==> src/rtl/regfile_pkg.sv <==
// Shared types and helpers for the multi-port integer register file.
// Clear-sequencer states, index-width helper and the reset fill value.
package regfile_pkg;

  typedef enum logic {
    CLEAR,
    READY
  } rf_state_e;

  localparam logic [63:0] ZERO_VAL = 64'd0;

  function automatic int rf_aw(input int nregs);
    return $clog2(nregs);
  endfunction

endpackage

==> src/rtl/regfile_scoreboard.sv <==
// Busy bit per register: set when decode issues a producer, cleared on writeback.
// Allocation beats a same-cycle write because it names a newer producer.
module regfile_scoreboard
  import regfile_pkg::*;
#(
  parameter int NREGS  = 32,
  parameter int NREAD  = 2,
  parameter int NWRITE = 1,
  parameter int BYPASS = 1,
  parameter int AW     = rf_aw(NREGS)
) (
  input  logic                 i_clk,
  input  logic                 i_resetn,
  input  logic                 i_en,
  input  logic [NWRITE-1:0]    i_we,
  input  logic [NWRITE*AW-1:0] i_rd,
  input  logic                 i_alloc_en,
  input  logic [AW-1:0]        i_alloc_rd,
  input  logic [NREAD*AW-1:0]  i_rs,
  output logic [NREAD-1:0]     o_rs_busy
);

  logic [NREGS-1:0] busy_q;
  logic [NREGS-1:0] busy_d;
  logic             alloc;

  assign alloc = i_en && i_alloc_en && (i_alloc_rd != '0);

  always_comb begin
    busy_d = busy_q;
    for (int w = 0; w < NWRITE; w++) begin
      if (i_we[w]) busy_d[i_rd[w*AW +: AW]] = 1'b0;
    end
    if (alloc) busy_d[i_alloc_rd] = 1'b1;
    busy_d[0] = 1'b0;
  end

  always_ff @(posedge i_clk) begin
    if (!i_resetn) busy_q <= '0;
    else           busy_q <= busy_d;
  end

  // i_we arrives pre-qualified, so a bypassed write drops the hazard
  always_comb begin
    o_rs_busy = '0;
    for (int p = 0; p < NREAD; p++) begin
      if (i_en) o_rs_busy[p] = busy_q[i_rs[p*AW +: AW]];
      if (BYPASS != 0) begin
        for (int w = 0; w < NWRITE; w++) begin
          if (i_we[w] &&
              i_rd[w*AW +: AW] == i_rs[p*AW +: AW] &&
              !(alloc && i_alloc_rd == i_rs[p*AW +: AW]))
            o_rs_busy[p] = 1'b0;
        end
      end
    end
  end

endmodule

==> src/rtl/regfile_mp.sv <==
// Multi-port integer register file with x0 tied to zero, optional write bypass,
// busy scoreboard and a post-reset clear sequencer.
module regfile_mp
  import regfile_pkg::*;
#(
  parameter int XLEN   = 64,
  parameter int NREGS  = 32,
  parameter int NREAD  = 2,
  parameter int NWRITE = 1,
  parameter int BYPASS = 1,
  parameter int AW     = rf_aw(NREGS)
) (
  input  logic                   i_clk,
  input  logic                   i_resetn,
  input  logic [NREAD*AW-1:0]    i_rs,
  output logic [NREAD*XLEN-1:0]  o_rs_value,
  output logic [NREAD-1:0]       o_rs_busy,
  input  logic [NWRITE-1:0]      i_we,
  input  logic [NWRITE*AW-1:0]   i_rd,
  input  logic [NWRITE*XLEN-1:0] i_wdata,
  input  logic                   i_alloc_en,
  input  logic [AW-1:0]          i_alloc_rd,
  output logic                   o_ready
);

  localparam logic [AW-1:0]   LAST = AW'(NREGS - 1);
  localparam logic [XLEN-1:0] ZERO = XLEN'(ZERO_VAL);

  rf_state_e         state_q;
  rf_state_e         state_d;
  logic [AW-1:0]     clr_ptr_q;
  logic [AW-1:0]     clr_ptr_d;
  logic              clr_we;
  logic              ready;
  logic [NWRITE-1:0] wr_en;
  logic [XLEN-1:0]   regs [NREGS];

  assign ready   = (state_q == READY);
  assign o_ready = ready;

  always_ff @(posedge i_clk) begin
    if (!i_resetn) begin
      state_q   <= CLEAR;
      clr_ptr_q <= AW'(1);
    end else begin
      state_q   <= state_d;
      clr_ptr_q <= clr_ptr_d;
    end
  end

  always_comb begin
    state_d   = state_q;
    clr_ptr_d = clr_ptr_q;
    clr_we    = 1'b0;
    unique case (state_q)
      CLEAR: begin
        clr_we    = 1'b1;
        clr_ptr_d = clr_ptr_q + 1'b1;
        if (clr_ptr_q == LAST) state_d = READY;
      end
      READY: ;
      default: ;
    endcase
  end

  always_comb begin
    wr_en = '0;
    for (int w = 0; w < NWRITE; w++) begin
      wr_en[w] = ready && i_resetn && i_we[w] &&
                 (i_rd[w*AW +: AW] != '0);
    end
  end

  // later ports overwrite earlier ones, so the highest index wins
  always_ff @(posedge i_clk) begin
    if (i_resetn && clr_we) regs[clr_ptr_q] <= ZERO;
    for (int w = 0; w < NWRITE; w++) begin
      if (wr_en[w])
        regs[i_rd[w*AW +: AW]] <= i_wdata[w*XLEN +: XLEN];
    end
  end

  always_comb begin
    o_rs_value = '0;
    for (int p = 0; p < NREAD; p++) begin
      if (ready && i_rs[p*AW +: AW] != '0) begin
        o_rs_value[p*XLEN +: XLEN] = regs[i_rs[p*AW +: AW]];
        if (BYPASS != 0) begin
          for (int w = 0; w < NWRITE; w++) begin
            if (wr_en[w] && i_rd[w*AW +: AW] == i_rs[p*AW +: AW])
              o_rs_value[p*XLEN +: XLEN] = i_wdata[w*XLEN +: XLEN];
          end
        end
      end
    end
  end

  regfile_scoreboard #(
    .NREGS  (NREGS),
    .NREAD  (NREAD),
    .NWRITE (NWRITE),
    .BYPASS (BYPASS),
    .AW     (AW)
  ) u_sb (
    .i_clk      (i_clk),
    .i_resetn   (i_resetn),
    .i_en       (ready),
    .i_we       (wr_en),
    .i_rd       (i_rd),
    .i_alloc_en (i_alloc_en),
    .i_alloc_rd (i_alloc_rd),
    .i_rs       (i_rs),
    .o_rs_busy  (o_rs_busy)
  );

endmodule
==> config.mk <==
export PLATFORM = sky130hd
export DESIGN_NAME = regfile_mp
export DESIGN_NICKNAME = d
export VERILOG_FILES = /design/src/rtl/regfile_pkg.sv /design/src/rtl/regfile_scoreboard.sv /design/src/rtl/regfile_mp.sv
export SDC_FILE = /design/constraint.sdc
export NUM_CORES = 2
export LEC_CHECK = 0
export CAP_MARGIN = 20
export CORE_MARGIN = 2
export CORE_UTILIZATION = 58
export CTS_CLUSTER_SIZE = 24
export DETAILED_ROUTE_END_ITERATION = 7
export GPL_ROUTABILITY_DRIVEN = 1
export PLACE_DENSITY = 0.82
export SETUP_SLACK_MARGIN = 0.05
export SLEW_MARGIN = 5
export SYNTH_ARGS = -nofsm -noshare
export SYNTH_HDL_FRONTEND = slang
export SYNTH_HIERARCHICAL = 1
export SYNTH_SLANG_ARGS = --single-unit
==> constraint.sdc <==
create_clock -name i_clk -period 11.1 [get_ports i_clk]
set_clock_uncertainty 0.15 [all_clocks]
set_input_delay 1.665 -clock i_clk [delete_from_list [all_inputs] [get_ports i_clk]]
set_output_delay 1.665 -clock i_clk [all_outputs]
set_load 0.02 [all_outputs]
After elaboration in Yosys (flattened, before gate mapping)
Memory sizes are Yosys's and may differ from the RTL's.
Index checks and enable logic that the tools add are counted.
W data, S select, Z words.

cells by class
  order comparisons = 6
  mux-type cells = 28
  add/subtract/negate cells = 1
  bitwise operators = 3
  equal/unequal tests = 5
  reductions and logical operators = 23

operators by type and width
  cell                   number
  $mux W64               5
  $mux W32               2
  $reduce_or A64 Y1      1
  $and A32 B32 Y32       1
  $not A32 Y32           1
  $or A32 B32 Y32        1
  $lt A5 B6 Y1 const B   4
  $eq A5 B5 Y1           4
  $reduce_bool A5 Y1     4
  $logic_and A1 B1 Y1    16
  $mux W1                16
  $bmux W1 S5            2
  $demux W1 S5           2
  $ge A5 B1 Y1 const B   2
  $add A5 B1 Y5 const B  1
  $eq A5 B5 Y1 const B   1
  $mux W5                1
  $logic_not A1 Y1       2

storage, ports and cells
  input bits = 88
  word-level logic and storage cells = 71
  memory bits (writable) = 2,048
  memories = 1
  bits in registers = 38

memories
  memory  depth  bits a word  rd ports  clocked after Yosys merged registers in  write ports  line              RTL
  regs    32     64           2         0                                        1            regfile_mp.sv:36  logic [XLEN-1:0] regs [NREGS];

Logic depth before layout (Yosys ltp)
  depth in word-level cells = 9
  depth in mapped cells = 10

Modules after synthesis
The synthesis kept the hierarchy.

by module, submodules not included
  module              area each (µm²)  sequential area each (µm²)  instances  cells each
  regfile_mp          95,749.3         61,619.1                    1          4,913
  regfile_scoreboard  2,277.2          620.6                       1          260

Worst setup path after synthesis
Ideal clock, no wire load.

  path kind = input-to-reg
  from = input port i_rd[4]
  to = memory regs[4][0] (enable)
  stages = 9
  arrival = 5,947 ps
  slack = 4,517 ps
  path buffers = 3
  cells stage by stage = buf_2 -> or4_1 -> o21ai_2 -> buf_6 -> inv_2 -> clkbuf_1 -> o22ai_1 -> nand2_1 -> nor2_1

on the way
  word-level cells in the longest chain between the ends = 6
  elaborated cells on any way between the ends = 7

ends and longest elaborated chain
  what                                          line              RTL
  from (decl)                                   regfile_mp.sv:19  input logic [NWRITE*AW-1:0] i_rd,
  $reduce_bool A5 Y1                            regfile_mp.sv:70  (i_rd[w*AW +: AW] != '0);
  $logic_and A1 B1 Y1                           regfile_mp.sv:69  wr_en[w] = ready && i_resetn && i_we[w] &&
  $mux W1                                       regfile_mp.sv:78  if (wr_en[w])
  $mux W1 (implied by the code)                 regfile_mp.sv:79  regs[i_rd[w*AW +: AW]] <= i_wdata[w*XLEN +: XLEN];
  $reduce_or A64 Y1 (no line)                   -
  $mux W5 (no line) or $mux W1 (tied branches)  -
  to (decl)                                     regfile_mp.sv:36

Parallel ways exist; a longest one is shown, timed or not.

Worst setup path in the final report
  from = input port i_rd[2]
  to = output port o_rs_value[59]

on the way
  word-level cells in the longest chain between the ends = 5
  elaborated cells on any way between the ends = 6

ends and longest elaborated chain
  what                   line              RTL
  $reduce_bool A5 Y1     regfile_mp.sv:70
  $logic_and A1 B1 Y1    regfile_mp.sv:69
  $logic_and A1 B1 Y1 *  regfile_mp.sv:90  if (wr_en[w] && i_rd[w*AW +: AW] == i_rs[p*AW +: AW])
  $mux W64 *             regfile_mp.sv:90
  $mux W64 *             regfile_mp.sv:86  if (ready && i_rs[p*AW +: AW] != '0) begin
  to (decl)              regfile_mp.sv:16  output logic [NREAD*XLEN-1:0] o_rs_value,

Mark *: on every way between the ends. The rest lies on a longest branch, timed or not.

==> impl_metrics.json <==
{
  "peakVddDrop_uv": 174.3,
  "layout_common_cells": "edfxtp_1, mux4_2, mux2i_1",
  "die-area_mm2": 0.1723,
  "cp-start-kind": "input port",
  "fmax_mhz": 118.0,
  "crit_slowest_cell": "clkdlybuf4s50_1",
  "synth-seq-cells": 2085,
  "ctsResizeCount": 0,
  "hp-class": "flop to flop",
  "reg2reg_slack_ns": 6.15,
  "antenna_found_initial": 1,
  "place_inst": 7299,
  "drc": 0,
  "grt_use_total": 0.3430,
  "dp_hpwl_mm": 154.0,
  "dp_worst_setup_slack_ns": 2.788,
  "yosysSeqAreaShare": 0.6349,
  "hold_violations": 0,
  "cts_root_buf": "clkbuf_16",
  "rsz0062_at_grt": "false",
  "drt_wl_total_mm": 298.2,
  "finalMaxSlewViolations": 0,
  "powerDensity_mw_per_mm2": 153.1,
  "path_max_fanout": 29,
  "grt_pass1_wl_mm": 423.6,
  "portBuffers": 218,
  "cts_hold_buf": 0,
  "synth_nets": 5263,
  "grt_overflow_total": 0,
  "drtIter0Drc": 10400,
  "grt_max_degree": 142,
  "critPathLaunch": "i_rd[2]",
  "slew_headroom": 0.2240,
  "layout-drive-gt1-share": 0.2606,
  "ys_types": 63,
  "die_y_um": 415.1,
  "cts_tree": "built",
  "h-tree-depth": 4,
  "synthCells": 5173,
  "layout.nets": 5395,
  "antenna_left": 0,
  "clk_latency_ns": 0.87,
  "finalNonFillerCells": 7688,
  "setup_viol": 0,
  "setup_tns_ns": 0,
  "ys_async_sr_fraction": 0,
  "worstMarginPinSlew_ns": 1.161,
  "leakage_uw": 0.03656,
  "post-cts-setup-buffer-count": 0,
  "grt_pass1_vias": 60270,
  "period_needed_ns": 8.471,
  "die_w_um": 415.1,
  "synth.cell_area_mm2": 0.09803,
  "setup_slack_ns": 2.629,
  "yosysWarnings": 6,
  "avgSynthCellArea_um2": 18.95,
  "drt_pass1_iterations": 8,
  "place.gp.congestion": 0.8324,
  "period_share": 0.7632,
  "wire_per_inst_um": 38.79,
  "final_common_cell": "edfxtp_1",
  "crit_family": "buffers and inverters",
  "core_mm2": 0.1676,
  "crit_buf_inv": 5,
  "critPathRequiredTime_ns": 9.29,
  "finalCoreUtilization": 0.6530,
  "cts_buffers": 204,
  "crit_type": "input port to primary output",
  "end_kind": "primary output",
  "cts_buffer_depth": 3,
  "clk_pin_slew_ns": 0.06,
  "r2r_start": "o_ready$_SDFF_PN0_",
  "via_per_inst": 7.836,
  "start_util": 0.5849,
  "cts.sinks": 2085,
  "io_pins": 219,
  "vias": 60250,
  "min_from": "u_sb/busy_q[29]$_SDFF_PN0_",
  "cpPeakStageDelay_ns": 0.80,
  "drv_cap": 0,
  "area_delta_synth_final_pct": 11.64,
  "worstPathArrival_ns": 6.66,
  "status": "finished clean",
  "ys.flop_type": "edfxtp_1",
  "path_cells": "clkdlybuf4s50_1, or4_1, o21ai_2, nor3_2, buf_4, nor2b_4, buf_16, buf_4, a22o_1, clkdlybuf4s50_1",
  "num_rows": 150,
  "synth_edf_count": 2048
}
-- cells in the mapped netlist, types with 25 or more instances --
cell,instances,area [um2]
nor2_1,89,334.1
and2_1,69,431.7
o21ai_0,80,400.4
a22oi_1,188,1411
a32o_1,47,470.5
nor2b_1,82,513.0
clkbuf_1,206,773.2
buf_1,29,108.9
nand2_1,74,277.8
a21boi_0,31,232.7
buf_6,29,326.6
o221ai_1,59,516.8
buf_2,137,685.7
edfxtp_1,2048,61500
a21oi_1,91,455.4
mux2i_1,481,4815
a211oi_1,25,187.7
dfxtp_1,37,740.7
xnor2_1,26,227.7
nor3_1,43,215.2
mux4_2,898,20220
a211o_1,64,560.5
o22ai_1,154,963.4
-- final cells by class --
class | instances | area [um2]
Clock buffer | 239 | 5321
Clock inverter | 141 | 1464
Inverter | 5 | 21.27
Multi-Input combinational cell | 2658 | 34000
Fill cell | 10490 | 58160
Antenna cell | 5 | 12.51
Timing Repair Buffer | 351 | 3625
Tap cell | 2204 | 2758
Sequential cell | 2085 | 62240
-- where the power goes --
group / internal (uW) / switching (uW)
sequential: 8590 / 35.3
clock: 4040 / 3070
combinational: 392 / 626
-- worst min-delay path, delay by kind of cell, from the launching register on --
kind / cells / cell delay (ns)
flip-flops: 1 / 0.32
AO/OA/AOI/OAI: 2 / 0.14
-- state kept, by name, indices dropped and copies added (netlist names) --
register	count
clr_ptr_q	5
o_ready	1
regs	2048
u_sb/busy_q	31
-- cells by family after synthesis --
logic type,Yosys count,synth area share
compound gates,802,0.05869
xor+xnor,32,0.002859
fa+ha+maj,2,0.0002552
buf+inv,430,0.02161
flops,2085,0.6349
mux,1404,0.2592
simple gates,418,0.02244
-- path summary, 6_finish.rpt --
| check | to | cells after the start |
|---|---|---|
| worst max-delay path | o_rs_value[59] | 10 |
| worst min-delay path | u_sb/busy_q[29]$_SDFF_PN0_ | 2 |
| worst max register to register | regs[24][33]$_DFFE_PP_ | 8 |
| worst min register to register | u_sb/busy_q[29]$_SDFF_PN0_ | 2 |
-- metal layers --
metal	track usage	wire, um
met1	0.4534	97090
met2	0.5164	135900
met3	0.1060	46530
met4	0.1824	18710
met5	0	13
-- per-stage QoR --
stage | total power [uW] | instance area [um2] | hold WS [ns]
CTS | 16720 | 109400 | 0.3494
floorplan | 9448 | 98030 | 0.3107
global route | 17050 | 109400 | 0.3904
detailed placement | 9780 | 102600 | 0.3413
global placement | 9764 | 102500 | 0.3230
finish | 16760 | 109400 | 0.3512
(Power assumes the default switching activity.)
